==> src/rtl/nrisc_pkg.sv <==
// Shared constants for the nRisc data-side responder: I/O page addresses,
// STATUS bit positions and register reset values.
package nrisc_pkg;

  localparam logic [7:0] ADDR_OUT    = 8'hF0;
  localparam logic [7:0] ADDR_STATUS = 8'hF1;
  localparam logic [7:0] ADDR_IN     = 8'hF2;
  localparam logic [7:0] ADDR_TIMER  = 8'hF3;
  localparam logic [7:0] ADDR_CMP    = 8'hF4;

  localparam int STAT_EMPTY = 0;
  localparam int STAT_FULL  = 1;
  localparam int STAT_OVF   = 2;
  localparam int STAT_MATCH = 3;

  localparam logic [7:0] CMP_RESET = 8'hFF;

  function automatic logic [7:0] status_byte(input logic match, input logic ovf,
                                             input logic full, input logic empty);
    logic [7:0] s;
    s             = 8'h00;
    s[STAT_EMPTY] = empty;
    s[STAT_FULL]  = full;
    s[STAT_OVF]   = ovf;
    s[STAT_MATCH] = match;
    return s;
  endfunction

endpackage

==> src/rtl/nrisc_fifo.sv <==
// Synchronous byte FIFO with show-ahead head; a push while full is accepted
// only when a pop frees the slot on the same edge.
module nrisc_fifo #(
  parameter  int WIDTH = 8,
  parameter  int DEPTH = 4,
  localparam int AW    = $clog2(DEPTH),
  localparam int CW    = AW + 1
) (
  input  logic             clk,
  input  logic             rst_n,
  input  logic             push,
  input  logic             pop,
  input  logic [WIDTH-1:0] din,
  output logic [WIDTH-1:0] head,
  output logic [CW-1:0]    count,
  output logic             full,
  output logic             empty
);

  logic [WIDTH-1:0] r_mem [DEPTH];
  logic [AW-1:0]    r_rd_ptr;
  logic [AW-1:0]    r_wr_ptr;
  logic [CW-1:0]    r_count;
  logic             w_do_pop;
  logic             w_do_push;

  assign empty     = (r_count == '0);
  assign full      = (r_count == CW'(DEPTH));
  assign count     = r_count;
  assign w_do_pop  = pop && !empty;
  assign w_do_push = push && (!full || w_do_pop);
  assign head      = empty ? '0 : r_mem[r_rd_ptr];

  // Storage is not reset; the empty flag masks stale contents on head.
  always_ff @(posedge clk) begin
    if (w_do_push) r_mem[r_wr_ptr] <= din;
  end

  always_ff @(posedge clk or negedge rst_n) begin
    if (!rst_n) begin
      r_rd_ptr <= '0;
      r_wr_ptr <= '0;
      r_count  <= '0;
    end else begin
      if (w_do_push) r_wr_ptr <= r_wr_ptr + 1'b1;
      if (w_do_pop)  r_rd_ptr <= r_rd_ptr + 1'b1;
      r_count <= r_count + CW'(w_do_push) - CW'(w_do_pop);
    end
  end

endmodule

==> src/rtl/nrisc_data_responder.sv <==
// Data-port responder for the nRisc core: byte RAM plus an I/O page with an
// output stream FIFO, synchronized input port and a timer/compare flag.
module nrisc_data_responder
  import nrisc_pkg::*;
#(
  parameter int RAM_WORDS  = 224,
  parameter int FIFO_DEPTH = 4
) (
  input  logic       Clock,
  input  logic       reset,
  input  logic [7:0] Endereco,
  input  logic [7:0] DadoEscrita,
  input  logic       EscMem,
  input  logic       LerMem,
  output logic [7:0] LeDado,
  input  logic [7:0] EntradaIO,
  output logic [7:0] tx_data,
  output logic       tx_valid,
  input  logic       tx_ready
);

  localparam int CW = $clog2(FIFO_DEPTH) + 1;

  logic [7:0]    r_ram [RAM_WORDS];
  logic [7:0]    r_sync1;
  logic [7:0]    r_sync2;
  logic [7:0]    r_timer;
  logic [7:0]    r_cmp;
  logic          r_match;
  logic          r_ovf;

  logic          w_in_ram;
  logic          w_push;
  logic          w_pop;
  logic          w_wr_status;
  logic          w_wr_timer;
  logic          w_wr_cmp;
  logic          w_full;
  logic          w_empty;
  logic [CW-1:0] w_count;
  logic [7:0]    w_rdata;

  assign w_in_ram    = ({1'b0, Endereco} < 9'(RAM_WORDS));
  assign w_push      = EscMem && (Endereco == ADDR_OUT);
  assign w_wr_status = EscMem && (Endereco == ADDR_STATUS);
  assign w_wr_timer  = EscMem && (Endereco == ADDR_TIMER);
  assign w_wr_cmp    = EscMem && (Endereco == ADDR_CMP);
  assign tx_valid    = !w_empty;
  assign w_pop       = tx_valid && tx_ready;

  nrisc_fifo #(
    .WIDTH (8),
    .DEPTH (FIFO_DEPTH)
  ) u_fifo (
    .clk   (Clock),
    .rst_n (reset),
    .push  (w_push),
    .pop   (w_pop),
    .din   (DadoEscrita),
    .head  (tx_data),
    .count (w_count),
    .full  (w_full),
    .empty (w_empty)
  );

  always_ff @(posedge Clock) begin
    if (EscMem && w_in_ram) r_ram[Endereco] <= DadoEscrita;
  end

  always_ff @(posedge Clock or negedge reset) begin
    if (!reset) begin
      r_sync1 <= 8'h00;
      r_sync2 <= 8'h00;
      r_timer <= 8'h00;
      r_cmp   <= CMP_RESET;
      r_match <= 1'b0;
      r_ovf   <= 1'b0;
    end else begin
      r_sync1 <= EntradaIO;
      r_sync2 <= r_sync1;
      r_timer <= w_wr_timer ? DadoEscrita : r_timer + 8'd1;
      if (w_wr_cmp) r_cmp <= DadoEscrita;
      // A compare hit on this edge outranks a clearing STATUS write.
      if (r_timer == r_cmp)  r_match <= 1'b1;
      else if (w_wr_status)  r_match <= 1'b0;
      if (w_push && w_full && !w_pop) r_ovf <= 1'b1;
      else if (w_wr_status)           r_ovf <= 1'b0;
    end
  end

  always_comb begin
    w_rdata = 8'h00;
    if (LerMem) begin
      if (w_in_ram) begin
        w_rdata = r_ram[Endereco];
      end else begin
        case (Endereco)
          ADDR_OUT:    w_rdata = 8'(w_count);
          ADDR_STATUS: w_rdata = status_byte(r_match, r_ovf, w_full, w_empty);
          ADDR_IN:     w_rdata = r_sync2;
          ADDR_TIMER:  w_rdata = r_timer;
          ADDR_CMP:    w_rdata = r_cmp;
          default:     w_rdata = 8'h00;
        endcase
      end
    end
  end

  assign LeDado = w_rdata;

endmodule
==> config.mk <==
export PLATFORM = sky130hd
export DESIGN_NAME = nrisc_data_responder
export DESIGN_NICKNAME = d
export VERILOG_FILES = /design/src/rtl/nrisc_pkg.sv /design/src/rtl/nrisc_fifo.sv /design/src/rtl/nrisc_data_responder.sv
export SDC_FILE = /design/constraint.sdc
export NUM_CORES = 2
export LEC_CHECK = 0
export CORE_AREA = 2 2 461 280
export CTS_CLUSTER_SIZE = 28
export DETAILED_ROUTE_END_ITERATION = 10
export DIE_AREA = 0 0 463 282
export HOLD_SLACK_MARGIN = 0.06
export PLACE_DENSITY = 0.74
export SLEW_MARGIN = 10
export SYNTH_ARGS = -nofsm -noshare
export SYNTH_HDL_FRONTEND = slang
export SYNTH_SLANG_ARGS = --single-unit
==> constraint.sdc <==
create_clock -name Clock -period 5.2 [get_ports Clock]
set_clock_uncertainty 0.2 [all_clocks]
set_input_delay 0.52 -clock Clock [delete_from_list [all_inputs] [get_ports Clock]]
set_output_delay 0.52 -clock Clock [all_outputs]
set_load 0.01 [all_outputs]
---- Word-level counts from Yosys, hierarchy flattened ----
Memory sizes are Yosys's and may differ from the RTL's.
Cells that the tools add are included.
storage, ports and cells
  register bits after elaboration ......... 41
  latch bits .............................. 0
  memory bits (writable) .................. 1,824
  memory bits (read-only) ................. 0
  bits of input ports ..................... 29
  word-level logic and storage cells ...... 53
  memories kept ........................... 2
memories
  name          depth  bits a word  read ports  clocked after memory_dff  wr ports  line                        RTL
  r_ram         224    8            1           0                         1         nrisc_data_responder.sv:24  logic [7:0] r_ram [RAM_WORDS];
  u_fifo.r_mem  4      8            1           0                         1         nrisc_fifo.sv:20            logic [WIDTH-1:0] r_mem [DEPTH];
operators by class
  add/subtract/negate cells ............... 5
  multiply operators ...................... 0
  divide/modulo/power cells ............... 0
  $lt $le $gt $ge ......................... 1
  eq/ne operators ......................... 7
  shift operators ......................... 0
  multiplexer cells ....................... 12
  bitwise logic cells ..................... 0
  reduce and logical (&&, ||, !) cells .... 17
operator list
  kind                                                number
  == test 8 bit (second input constant)               5
  case mux 8 bit (5 select lines)                     1
  two-way mux 8 bit                                   4
  logical AND 1 bit                                   10
  adder 8 x 1 -> 8 bit (second input constant)        1
  == test 8 bit                                       1
  less-than comparator 8 bit (second input constant)  1
  two-way mux 1 bit                                   7
  adder 2 x 1 -> 2 bit (second input constant)        2
  nonzero test 2 bit                                  2
  adder 3 x 1 -> 3 bit                                1
  == test 3 bit (second input constant)               1
  zero test 1 bit                                     3
  zero test 3 bit                                     1
  subtractor 3 x 1 -> 3 bit                           1
  logical OR 1 bit                                    1

---- Longest topological paths before layout ----
  word-level depth ........................ 8
  mapped depth ............................ 13
  gate-level depth less buffers ........... 9

---- Cells and area by module ----
From an unflattened synthesis, not the netlist that was laid out.
unflattened totals
  cells, all modules ...................... 3,522
  area, all modules ....................... 72,878.6 µm²
modules (own cells, without submodules)
  module                instances  cells an instance  area each (µm²)  seq. area each (µm²)
  nrisc_data_responder  1          3,434              71,247.1         54,672.4
  nrisc_fifo            1          88                 1,631.6          1,136.1

---- Worst setup path before layout ----
No wires, ideal clock.
  path kind ............................... in2out
  start ................................... input Endereco[0]
  end ..................................... output LeDado[7]
  data arrival time ....................... 2,691 ps
  setup slack ............................. 1,789 ps
  cell stages on the path ................. 11
  cell sequence ........................... buf_6 > buf_6 > buf_4 > buf_4 > buf_4 > mux4_2 > a22oi_1 > nand2_1 > a21oi_1 > a31oi_1 > o31a_1
on the way
  longest elaborated chain between the ends .. 4
  elaborated cells on any way between the ends .. 10
  classes of those cells .................. order compare: 1; eq/ne: 5; mux: 3; memory: 1
ends and longest elaborated chain
  element                                                            line                        RTL
  start: declaration                                                 nrisc_data_responder.sv:11  input logic [7:0] Endereco,
  branches (longest 2 deep; another with memory read (224 x 8 bit))  n/a
  two-way mux 8 bit (*)                                              nrisc_data_responder.sv:94  if (w_in_ram) begin
  two-way mux 8 bit (*)                                              nrisc_data_responder.sv:93  if (LerMem) begin
  end: declaration                                                   nrisc_data_responder.sv:15  output logic [7:0] LeDado,
Every way passes the cells marked *.

---- Final worst setup path ----
  start ................................... input Endereco[2]
  end ..................................... output LeDado[5]
Same word-level chain as after synthesis.

==> reports/results.ini <==
[timing]
fmax_ghz=0.196
worst_hold_slack_ns=0.0996
worst_slew_pin_slew_ns=1.10
max_slew_margin_pct=26.2
period_share_pct=98.2
min_period_ns=5.11
rsz0062_at_grt=false
fin_setup_tns_ns=0
finalSetupViolCount=0
slew_violations=0
hold_violations=0

[detailed_routing]
viasPerCell=6.83
vias=37700
routedWlPerCell_um=33.8
antenna_left=0
routed_wl_mm=187
first_pass_iters=7
first_iter_violations=6096
drc=0

[worst_hold_path]
hp-class=input pin to flop

[setup_path]
cp-end-kind=primary output
r2r_setup_slack_ns=2.38
cp_max_fo=31
cp.required_ns=4.48
worstSetupStartpointType=input pin
path_class=input pin to primary output
arrival_ns=4.39

[floorplanning]
coreArea_mm2=0.126
initial_core_util_pct=57.8
die_h_um=282
die_area_mm2=0.131
die_x_um=463
io_pins=46
rows=101

[power]
vdd_ir_drop_max_mv=0.367
p_per_area_mw_per_mm2=370
power_leakage_nw=25.6

[yosys]
synth_compound_area_share_pct=2.30
synthTopCellsByArea=edfxtp_1 75%, mux4_2 14%, mux2i_1 1.5%
synth_xor_area_share_pct=0.229
synth_edf_count=1824
ys_top_cells_by_count=1824 x edfxtp_1, 452 x mux4_2, 268 x nor2_1
ys_types=60
ys_warn_count=0
yosysMostFrequentCell=edfxtp_1
synth.largest_area_cell=edfxtp_1
synth_fp_nets=3479
syn_area_mm2=0.0728
yosys.area_share.adder_pct=0.148
yosys.area_share.simple_pct=3.02
synth.avg_cell_area_um2=21.1
yosysSeqAreaShare_pct=76.7
synth_ff_type=edfxtp_1
ys_seq_elements=1865
yosysTopAreaCellShare_pct=75.3
synthMuxAreaShare_pct=16.0
synthCells=3442
synthArstFlopShare_pct=2.20
synth_top_family_by_area=multiplexers

[place]
hpwl_mm=118
io_buffers=45
place.gp.congestion=0.908

[global_route]
gr-total-overflow=0
grt_start_max_net_pins=151
grt_pass1_wl_mm=265
track_usage_pct=28.8
antenna_found_initial=4
grt_pass1_vias=35800

[finish]
fillers=8000
area_growth_pct=11.9
final_net_count=3729
drive_gt1_share_pct=25.1

[clock_network]
clk_pin_slew_worst_paths_ns=0.06
cts_max_path_buffers=3
clk_latency_ns=0.78
cts_setup_buffers=0
htreeDepth=4
cts_buffers=154
cts.sinks=1865
cts_root_buf=clkbuf_16
cts_tree=done

[run_status]
status=completed

[job]
max_cap_viol_count=0

## per-stage QoR
step / cell area (µm²) / utilization (%) / total power, mW / setup WS [ns] / instances
2_1_floorplan: 72800 / - / 18.0 / 1.79 / 3442
3_3_place_gp: 76400 / 60.6 / 18.9 / 0.194 / 5223
3_5_place_dp: 76400 / 60.6 / 19.0 / 0.0955 / 5223
4_1_cts: 81400 / 64.6 / 30.1 / 0.0936 / 5515
5_1_grt: 81400 / 64.6 / 30.8 / 0.115 / 5515
6_report: 81400 / 64.6 / 30.1 / 0.0924 / 5518
## worst paths after layout
| check | from | to | depth (start not counted) |
|---|---|---|---|
| setup / recovery | Endereco[2] | LeDado[5] | 9 |
| hold / removal | DadoEscrita[6] | u_fifo.r_mem[2][6] | 1 |
| setup reg to reg | u_fifo.count[1] | u_fifo.count[2] | 9 |
| hold reg to reg | r_sync1[6] | r_sync2[6] | 0 |
| max in group asynchronous | reset | u_fifo.r_rd_ptr[1] | 2 |
| min in group asynchronous | reset | r_timer[3] | 2 |
## where the power goes
group	switching, mW	internal (mW)
Clock	5.22	6.20
Combinational	1.18	0.812
Sequential	0.132	16.6
Total	6.53	23.6
## registers in the layout (all words and copies together) (netlist names)
register         cells
r_match              1
u_fifo.r_wr_ptr      2
u_fifo.r_mem        32
r_ram             1792
r_ovf                1
r_sync1              8
r_cmp                8
r_timer              8
r_sync2              8
u_fifo.count         3
u_fifo.r_rd_ptr      2
## layer usage
layer | vias up | wire, µm | part of all wire, % | GRT usage, %
li1 | 14800 | - | - | -
met3 | 280 | 28300 | 15 | 10.1
met5 | - | 40 | 0.021 | 0
met2 | 2910 | 78900 | 42 | 39.0
met1 | 19700 | 75300 | 40 | 45.0
met4 | 6 | 4110 | 2.2 | 7.09
## logic make-up after synthesis
family	count (synthesis)
XOR/XNOR	19
flip-flops	1865
AND/OR/NAND/NOR	507
buffers and inverters	209
adder cells (fa/ha/maj)	8
multiplexers	592
AO/OA/AOI/OAI	242
## repair_timing
item	4_1_cts	5_1_grt
resized for setup	0	1
hold buffers	12	0
hold endpoints to repair	163	0
endpoints found under the setup margin	0	1
## layout make-up
cell class                 count  area [µm²]  share of cell area (%)
multi-input combinational   1368       15800                    19.4
sequential                  1865       55800                    68.6
inverter                      11        41.3                  0.0507
timing repair buffer         292        2770                    3.41
clock buffer                 198        4190                    5.15
antenna                        3        7.51                 0.00922
tap                         1699        2130                    2.61
clock inverter                82         669                   0.822
## placed cells by master, fill, tap and decap left out, types with 9 or more instances in the layout
cell	n
a22oi_1	36
nor4_1	11
dlygate4sd3_1	12
clkinv_2	26
nor3_1	20
mux2i_1	107
bufinv_16	10
clkinv_1	38
a31oi_1	9
clkbuf_16	161
a211oi_1	14
a21oi_1	44
dfrtp_1	33
nand3_1	21
buf_4	202
clkbuf_1	35
nand2_1	110
and2_1	19
o21ai_0	18
edfxtp_1	1824
nand2b_1	12
mux2_2	33
o22ai_1	50
o211ai_1	9
mux4_2	452
clkdlybuf4s50_1	30
xnor2_1	15
nor2_1	267
nor2b_1	15
inv_1	10
buf_12	35
## worst max-delay path, stage by stage
cell and delay, ns:
buf_4 0.41, nor2b_2 0.66, nand2_1 0.44, o22ai_1 0.50
nor4_1 0.24, mux4_2 0.57, nor2b_1 0.17, o31a_1 0.35
clkdlybuf4s50_1 0.49
No activity file was read; power rests on OpenSTA's default activity.
